## src/rtl/ula_arbiter.sv

```systemverilog
// ula_arbiter: round-robin arbiter and sequencer sharing one ULA between two
// requesters. Accepts one operation at a time, drives the ULA from registers,
// captures its result/overflow and hands them back to the requester that owns
// the operation.
//
// Ports:
//   clk, reset                 clock, synchronous active-high reset
//   req{0,1}_valid/_ready      request handshake per requester
//   req{0,1}_a/_b/_op          operands and opcode (00 SUB, 01 ADD, 10 EQU, 11 SLT)
//   rsp{0,1}_valid/_ready      response handshake per requester
//   rsp_result, rsp_v          registered result and overflow, shared
//   ula_a, ula_b, ula_op       registered operands/opcode to the ULA
//   ula_result, ula_v          combinational result/overflow from the ULA
//   busy                       high in any state other than IDLE
//
// state | meaning
// IDLE  | waiting for a request; ready is granted combinationally
// EXEC  | ULA evaluating the latched operands; result captured at the edge
// RESP  | result presented to the owner until its rsp_ready
module ula_arbiter #(
  parameter int BITS = 63
) (
  input  logic          clk,
  input  logic          reset,
  input  logic          req0_valid,
  output logic          req0_ready,
  input  logic [BITS:0] req0_a,
  input  logic [BITS:0] req0_b,
  input  logic [1:0]    req0_op,
  input  logic          req1_valid,
  output logic          req1_ready,
  input  logic [BITS:0] req1_a,
  input  logic [BITS:0] req1_b,
  input  logic [1:0]    req1_op,
  output logic          rsp0_valid,
  input  logic          rsp0_ready,
  output logic          rsp1_valid,
  input  logic          rsp1_ready,
  output logic [BITS:0] rsp_result,
  output logic          rsp_v,
  output logic [BITS:0] ula_a,
  output logic [BITS:0] ula_b,
  output logic [1:0]    ula_op,
  input  logic [BITS:0] ula_result,
  input  logic          ula_v,
  output logic          busy
);

  typedef enum logic [1:0] {
    IDLE = 2'd0,
    EXEC = 2'd1,
    RESP = 2'd2
  } state_t;

  state_t state;
  logic   prio;   // requester preferred when both are valid
  logic   owner;  // requester that owns the in-flight operation
  logic   grant0;
  logic   grant1;
  logic   rsp_done;

  // Grants exist only in IDLE, so at most one ready can be high per cycle.
  always_comb begin
    grant0 = 1'b0;
    grant1 = 1'b0;
    if (state == IDLE) begin
      if (req0_valid && (!req1_valid || !prio))
        grant0 = 1'b1;
      else if (req1_valid)
        grant1 = 1'b1;
    end
  end

  assign req0_ready = grant0;
  assign req1_ready = grant1;
  assign busy       = (state != IDLE);

  // Only the owner's rsp_ready can close the response.
  assign rsp_done = owner ? rsp1_ready : rsp0_ready;

  always_ff @(posedge clk) begin
    if (reset) begin
      state      <= IDLE;
      prio       <= 1'b0;
      owner      <= 1'b0;
      ula_a      <= '0;
      ula_b      <= '0;
      ula_op     <= 2'b01;
      rsp_result <= '0;
      rsp_v      <= 1'b0;
      rsp0_valid <= 1'b0;
      rsp1_valid <= 1'b0;
    end else begin
      case (state)
        IDLE: begin
          if (grant0) begin
            ula_a  <= req0_a;
            ula_b  <= req0_b;
            ula_op <= req0_op;
            owner  <= 1'b0;
            state  <= EXEC;
          end else if (grant1) begin
            ula_a  <= req1_a;
            ula_b  <= req1_b;
            ula_op <= req1_op;
            owner  <= 1'b1;
            state  <= EXEC;
          end
        end
        EXEC: begin
          rsp_result <= ula_result;
          // Overflow is meaningful only for arithmetic opcodes (SUB/ADD).
          rsp_v      <= ula_v & ~ula_op[1];
          rsp0_valid <= ~owner;
          rsp1_valid <= owner;
          state      <= RESP;
        end
        RESP: begin
          if (rsp_done) begin
            rsp0_valid <= 1'b0;
            rsp1_valid <= 1'b0;
            prio       <= ~owner;
            state      <= IDLE;
          end
        end
        default: state <= IDLE;
      endcase
    end
  end

endmodule

```

## config.mk

```make
export PLATFORM = sky130hd
export DESIGN_NAME = ula_arbiter
export DESIGN_NICKNAME = d
export VERILOG_FILES = /design/src/rtl/ula_arbiter.sv
export SDC_FILE = /design/constraint.sdc
export NUM_CORES = 1
export LEC_CHECK = 0
export BUFFER_PORTS_ARGS = -buffer_cell sky130_fd_sc_hd__buf_2
export CAP_MARGIN = 20
export CORE_AREA = 2 2 206 208
export CTS_CLUSTER_DIAMETER = 60
export DETAILED_ROUTE_END_ITERATION = 7
export DIE_AREA = 0 0 208 210
export PLACE_DENSITY_LB_ADDON = 0.25
export SKIP_LAST_GASP = 1
export SLEW_MARGIN = 20
export SYNTH_ARGS = -nofsm -noshare
export SYNTH_HDL_FRONTEND = slang
export SYNTH_SLANG_ARGS = --single-unit
```

## constraint.sdc

```tcl
create_clock -name clk -period 2 [get_ports clk]
set_input_delay 0.4 -clock clk [delete_from_list [all_inputs] [get_ports clk]]
set_output_delay 0.4 -clock clk [all_outputs]
set_load 0.01 [all_outputs]
```

==> flow_metrics.py, run 1 <==
metrics = {
    "status": {
        "status": "finished with violations",
        "violations": "setup timing",
    },
    "die": {
        "core_um2": 41480,
        "pin_count": 531,
        "die_width_um": 208,
        "row_count": 75,
        "floorplan.die.height_um": 210,
        "dieArea_um2": 43680,
        "start_util_pct": 20.34,
    },
    "power": {
        "p_leak_nw": 5.879,
        "vdd_ir_drop_max_mv": 0.4790,
        "power-per-cell-area_nw_per_um2": 952.1,
    },
    "sta": {
        "finClkSkew_ps": 21.34,
        "worst_slack_ps": -9.838,
        "holdWs_ps": 90.75,
        "fmax_ghz": 0.4976,
        "period_needed_ps": 2010,
        "rsz0062_at_grt": "true",
        "hold_violations": 0,
        "tightest_slew_ps": 867.4,
        "max_slew_margin_pct": 42.17,
        "fin_crit_sh_pct": 100.5,
        "setup_viol_count_final": 1,
        "slew_violations": 0,
    },
    "synth": {
        "synth_fa_ha_area_share_pct": 0,
        "syn_inst": 912,
        "synth_flop_cell": "dfxtp_1",
        "ys_seq_elements": 201,
        "syn_area_per_cell_um2": 9.250,
        "syn_nets": 1243,
        "synth_top_cell_area_share_pct": 47.70,
        "muxShareOfSynthArea_pct": 15.54,
        "synthArstFlopShare_pct": 0,
        "synth_compound_area_share_pct": 23.79,
        "yosysMostFrequentCell": "dfxtp_1",
        "ys_types": 28,
        "synth_edf_count": 0,
        "synth_warnings": 0,
        "yosys.area_share.xor_xnor_pct": 0,
        "yosys.area.top_type": "dfxtp_1",
        "yosys.area_share.simple_pct": 6.971,
        "syn_area_um2": 8436,
        "ys_seq_area_share_pct": 47.70,
        "synthTopCellsByCount": "dfxtp_1 (201), a21oi_1 (196), mux2i_1 (131)",
        "synth_area_leaders": "dfxtp_1 (48%), mux2i_1 (16%), a21oi_1 (12%), o31ai_1 (11%), nand2_1 (5.8%)",
        "synth_top_family_by_area": "compound AO/OA/AOI/OAI gates",
    },
    "route": {
        "vias": 8805,
        "ant_nets": 0,
        "drtIter0Drc": 477,
        "wire_per_inst_um": 17.38,
        "wl_um": 34300,
        "vias_per_cell": 4.463,
        "first_pass_iters": 5,
        "drc_errors": 0,
    },
    "critical_path": {
        "setup.worst_path.end": "req0_ready",
        "crit_fanout": 3,
        "setup.worst_path.end_class": "primary output",
        "cp-start-kind": "register",
        "critPathLaunch": "state[1]$_SDFFE_PP0P_",
        "crit_family": "flip-flops",
        "cp_data_required_time_ps": 1600,
        "crit_cells": 4,
        "cp_cell_sequence": "a211o_4, or2_4, inv_4, buf_6",
        "timing.rr.start": "state[1]$_SDFFE_PP0P_",
        "cp.arrival_ps": 1610,
        "critPathMaxStageDelay_ps": 360,
        "r2r_cells": 5,
        "crit_path_top_delay_cell": "dfxtp_4",
        "crit_type": "reg2out",
        "worst-r2r-setup-slack_ps": 170,
        "cp_num_buf_inv": 2,
        "r2r_end": "ula_b[58]$_SDFFE_PP0P_",
    },
    "grt": {
        "grtUsageTotal_pct": 14.65,
        "grt_max_degree": 131,
        "antenna_found_initial": 9,
        "grt_pass1_wl_um": 51470,
        "grt_pass1_vias": 8817,
        "grt_overflow": 0,
    },
    "layout": {
        "fin_area_um2": 12630,
        "area_delta_synth_final_pct": 49.76,
        "drive_gt1_share_pct": 43.42,
        "fillCellCount": 4549,
        "stdcell_count": 1973,
        "num-nets-final": 1740,
    },
    "cts": {
        "clock_path_buffers": 3,
        "cts_tree": "yes",
        "cts_made_buffers": 27,
        "h-tree-depth": 1,
        "root_buffer": "clkbuf_16",
        "clk_latency_ps": 540,
        "clkTransAtPathRegs_ps": 60,
        "cts_sinks": 201,
    },
    "place": {
        "port_buffers": 530,
        "post-place-cells": 1912,
        "dp_hpwl_um": 24810,
        "placed_cell_area_um2": 11660,
        "gp_congestion": 0.8114,
    },
    "min_path": {
        "hp-class": "in2reg",
    },
    "run": {
        "cap_violations": 0,
    },
}
## cell usage in the layout (no fill, tap or decap), types with 4 or more instances in the layout
cell	count
buf_4	22
nand3b_1	4
o31ai_1	129
clkbuf_16	27
mux2i_1	131
a21oi_1	196
dfxtp_1	198
clkbuf_1	5
inv_8	4
diode_2	6
buf_2	528
nor2_1	5
clkinv_2	4
buf_12	12
clkbuf_8	4
nand2_1	130
## cell families after synthesis
logic type / Yosys count
compound gates: 333
buf+inv: 100
flops: 201
mux: 131
simple gates: 147
## worst min path at each step
stage / from / end / slack (ps) / cells after the start
floorplan: prio$_SDFFE_PP0P_ / prio$_SDFFE_PP0P_ / 450 / 2
global placement: rsp_result[42]$_SDFFE_PP0P_ / rsp_result[42]$_SDFFE_PP0P_ / 440 / 2
global route: ula_result[6] / rsp_result[6]$_SDFFE_PP0P_ / 80 / 3
CTS: ula_result[4] / rsp_result[4]$_SDFFE_PP0P_ / 50 / 3
finish: ula_result[4] / rsp_result[4]$_SDFFE_PP0P_ / 90 / 3
detailed placement: rsp_result[42]$_SDFFE_PP0P_ / rsp_result[42]$_SDFFE_PP0P_ / 440 / 2
## power breakdown
part / switching (mW) / internal [mW]
Combinational: 1.50 / 1.15
Clock: 1.92 / 2.79
Sequential: 0.228 / 4.44
Total: 3.65 / 8.38
## metrics by stage
step	total power, mW	worst slack (ps)	utilization, %	TNS (ps)
final	12.03	-9.838	30.46	-9.838
after global routing	12.66	-58.25	30.45	-113.2
after CTS	12.22	-55.70	30.37	-110.9
after detailed placement	7.375	93.08	28.10	0
after global placement	7.364	131.7	28.10	0
after floorplan	6.184	207.2	-	0
## repair_timing
item,in CTS,in global routing
hold buffers,0,0
gates cloned,0,0
hold endpoints to repair,0,0
resized for setup,11,2
endpoints found under the setup margin,2,2
setup buffers,5,2
pin swaps,3,2
## worst reg2reg max path, stage by stage (launching register included)
cell and delay, ps:
dfxtp_4 360, a211o_4 310, or2_4 240, buf_4 150
buf_4 340, a21oi_1 350
## state kept, by name, indices dropped and copies added (netlist names)
signal and cells:
owner 1, rsp1_valid 1, rsp0_valid 1, ula_b 64, prio 1, ula_a 64, rsp_v 1, rsp_result 64
state 2, ula_op 2
## metal layers
layer	vias to the layer above	part of all wire [%]	global-route usage (%)
met5	-	0.064	0
met4	4	2.3	4.671
met3	62	7.4	4.246
met2	324	49	25.12
met1	4119	41	17.64
li1	4296	-	-
## cell type report
type | count | area (um2) | share of cell area [%]
Clock buffer | 36 | 749.5 | 5.932
Timing Repair Buffer | 564 | 3070 | 24.30
Clock inverter | 12 | 118.9 | 0.9409
Tap cell | 539 | 674.4 | 5.338
Inverter | 4 | 22.52 | 0.1783
Multi-Input combinational cell | 611 | 3950 | 31.27
Antenna cell | 6 | 15.01 | 0.1188
Sequential cell | 201 | 4033 | 31.92
Power figures use the tool's default switching activity.
==> inputs of run 2 (changes only) <==
--- a/config.mk
+++ b/config.mk
@@ -8,6 +8,7 @@
 export BUFFER_PORTS_ARGS = -buffer_cell sky130_fd_sc_hd__buf_2
 export CAP_MARGIN = 20
 export CORE_AREA = 2 2 206 208
+export CTS_BUF_LIST = sky130_fd_sc_hd__clkbuf_2 sky130_fd_sc_hd__clkbuf_4 sky130_fd_sc_hd__clkbuf_8
 export CTS_CLUSTER_DIAMETER = 60
 export DETAILED_ROUTE_END_ITERATION = 7
 export DIE_AREA = 0 0 208 210
==> flow_metrics.py, run 2 (synthesis gave the netlist of run 1 again) <==
metrics = {
    "status": {
        "status": "finished with violations",
        "violations": "setup timing",
    },
    "route": {
        "drc_errors": 0,
        "vias_per_cell": 4.451,
        "first_pass_iters": 5,
        "drtIter0Drc": 504,
        "wl_um": 34640,
        "ant_nets": 0,
        "wire_per_inst_um": 17.34,
        "vias": 8894,
    },
    "critical_path": {
        "critPathLaunch": "state[1]$_SDFFE_PP0P_",
        "r2r_end": "ula_b[58]$_SDFFE_PP0P_",
        "cp_data_required_time_ps": 1600,
        "setup.worst_path.end": "req0_ready",
        "crit_fanout": 3,
        "cp.arrival_ps": 1630,
        "crit_type": "reg2out",
        "worst-r2r-setup-slack_ps": 170,
        "setup.worst_path.end_class": "primary output",
        "r2r_cells": 5,
        "timing.rr.start": "state[1]$_SDFFE_PP0P_",
        "cp-start-kind": "register",
    },
    "sta": {
        "period_needed_ps": 2032,
        "rsz0062_at_grt": "true",
        "hold_violations": 0,
        "tightest_slew_ps": 856.8,
        "slew_violations": 0,
        "max_slew_margin_pct": 42.88,
        "worst_slack_ps": -31.65,
        "finClkSkew_ps": 28.77,
        "fmax_ghz": 0.4922,
        "setup_viol_count_final": 2,
        "fin_crit_sh_pct": 101.6,
    },
    "layout": {
        "drive_gt1_share_pct": 44.70,
        "layout_commonest_cell": "buf_2",
        "largest_registers": "rsp_result x64, ula_a x64, ula_b x64",
        "num-nets-final": 1753,
        "area_delta_synth_final_pct": 49.88,
        "stdcell_count": 1998,
        "most-common-layout-cells": "buf_2 (527), dfxtp_1 (198), a21oi_1 (196)",
    },
    "grt": {
        "grt_pass1_vias": 8941,
        "grtUsageTotal_pct": 14.96,
        "antenna_found_initial": 10,
        "grt_pass1_wl_um": 51870,
        "grt_max_degree": 131,
        "grt_overflow": 0,
    },
    "cts": {
        "clkTransAtPathRegs_ps": 60,
        "clock_path_buffers": 3,
        "clk_latency_ps": 560,
        "cts_made_buffers": 40,
        "postCtsHoldBufs": 0,
        "root_buffer": "clkbuf_8",
        "h-tree-depth": 2,
        "cts_sinks": 201,
        "cts_tree": "yes",
    },
    "die": {
        "dieArea_um2": 43680,
        "pin_count": 531,
        "floorplan.die.height_um": 210,
        "start_util_pct": 20.34,
        "row_count": 75,
        "core_um2": 41480,
        "die_width_um": 208,
    },
    "power": {
        "vdd_ir_drop_max_mv": 0.5272,
        "power.total_mw": 11.87,
        "p_leak_nw": 5.907,
        "power-per-cell-area_nw_per_um2": 939.2,
    },
    "place": {
        "gp_congestion": 0.8114,
        "post-place-cells": 1912,
        "dp_hpwl_um": 24810,
        "port_buffers": 530,
    },
    "min_path": {
        "hp-class": "in2reg",
    },
    "run": {
        "cap_violations": 0,
    },
}
## run 2: changes by cell type in the layout (fill, tap and decap cells not counted), moves of 4 or more
cell	change
clkbuf_8	+46
inv_8	-4
clkbuf_1	-5
clkbuf_16	-27
clkbuf_4	+13
## run 2: area by class of cell
class,count,area (um2)
fillers,4557,28830
flip-flops and latches,201,4033
multi-input cells,611,3953
repair buffers,564,3073
clock buffers,63,785.8
well taps,539,674.4
clock inverters,9,85.08
inverters,4,22.52
diodes,7,17.52
## run 2: worst max-delay path: stages (launching register included)
cell and delay, ps:
dfxtp_4 360, a211o_4 310, or2_4 240, inv_4 60
buf_6 100
## run 2: what timing repair did
item                                    in CTS  in global routing
endpoints found under the setup margin       3                  2
pin swaps                                    3                  2
resized for setup                           13                  2
cloned                                       0                  0
buffers inserted                             5                  2
## run 2: worst min path at each step
stage / end / slack [ps] / cells after the start / startpoint
2_1_floorplan: prio$_SDFFE_PP0P_ / 450 / 2 / prio$_SDFFE_PP0P_
3_3_place_gp: rsp_result[42]$_SDFFE_PP0P_ / 440 / 2 / rsp_result[42]$_SDFFE_PP0P_
3_5_place_dp: rsp_result[42]$_SDFFE_PP0P_ / 440 / 2 / rsp_result[42]$_SDFFE_PP0P_
4_1_cts: rsp_result[4]$_SDFFE_PP0P_ / 4 / 3 / ula_result[4]
5_1_grt: rsp_result[6]$_SDFFE_PP0P_ / 20 / 3 / ula_result[6]
6_report: rsp_result[6]$_SDFFE_PP0P_ / 70 / 3 / ula_result[6]
## run 2: layer usage
| metal | track usage, % | share of wire (%) | routed length [um] | vias to the layer above |
|---|---|---|---|---|
| li1 | - | - | - | 4333 |
| met1 | 17.49 | 41 | 14090 | 4153 |
| met2 | 25.20 | 49 | 16810 | 339 |
| met3 | 5.483 | 8.2 | 2828 | 65 |
| met4 | 5.258 | 2.6 | 885 | 4 |
| met5 | 0 | 0.064 | 22 | - |
## run 2: where the power goes
part | switching [mW] | internal, mW
Sequential | 0.227 | 4.44
Combinational | 1.50 | 1.15
Clock | 1.91 | 2.64
## run 2: per-stage QoR
step / util [%] / setup slack [ps] / setup TNS (ps) / area (um2) / hold slack (ps)
final: 30.48 / -31.65 / -49.93 / 12640 / 66.94
after global routing: 30.46 / -113.4 / -215.6 / 12640 / 23.17
after CTS: 30.38 / -115.4 / -226.0 / 12600 / 4.166
after detailed placement: 28.10 / 93.08 / 0 / 11660 / 444.3
after global placement: 28.10 / 131.7 / 0 / 11660 / 438.5
after floorplan: - / 207.2 / 0 / 8436 / 449.9
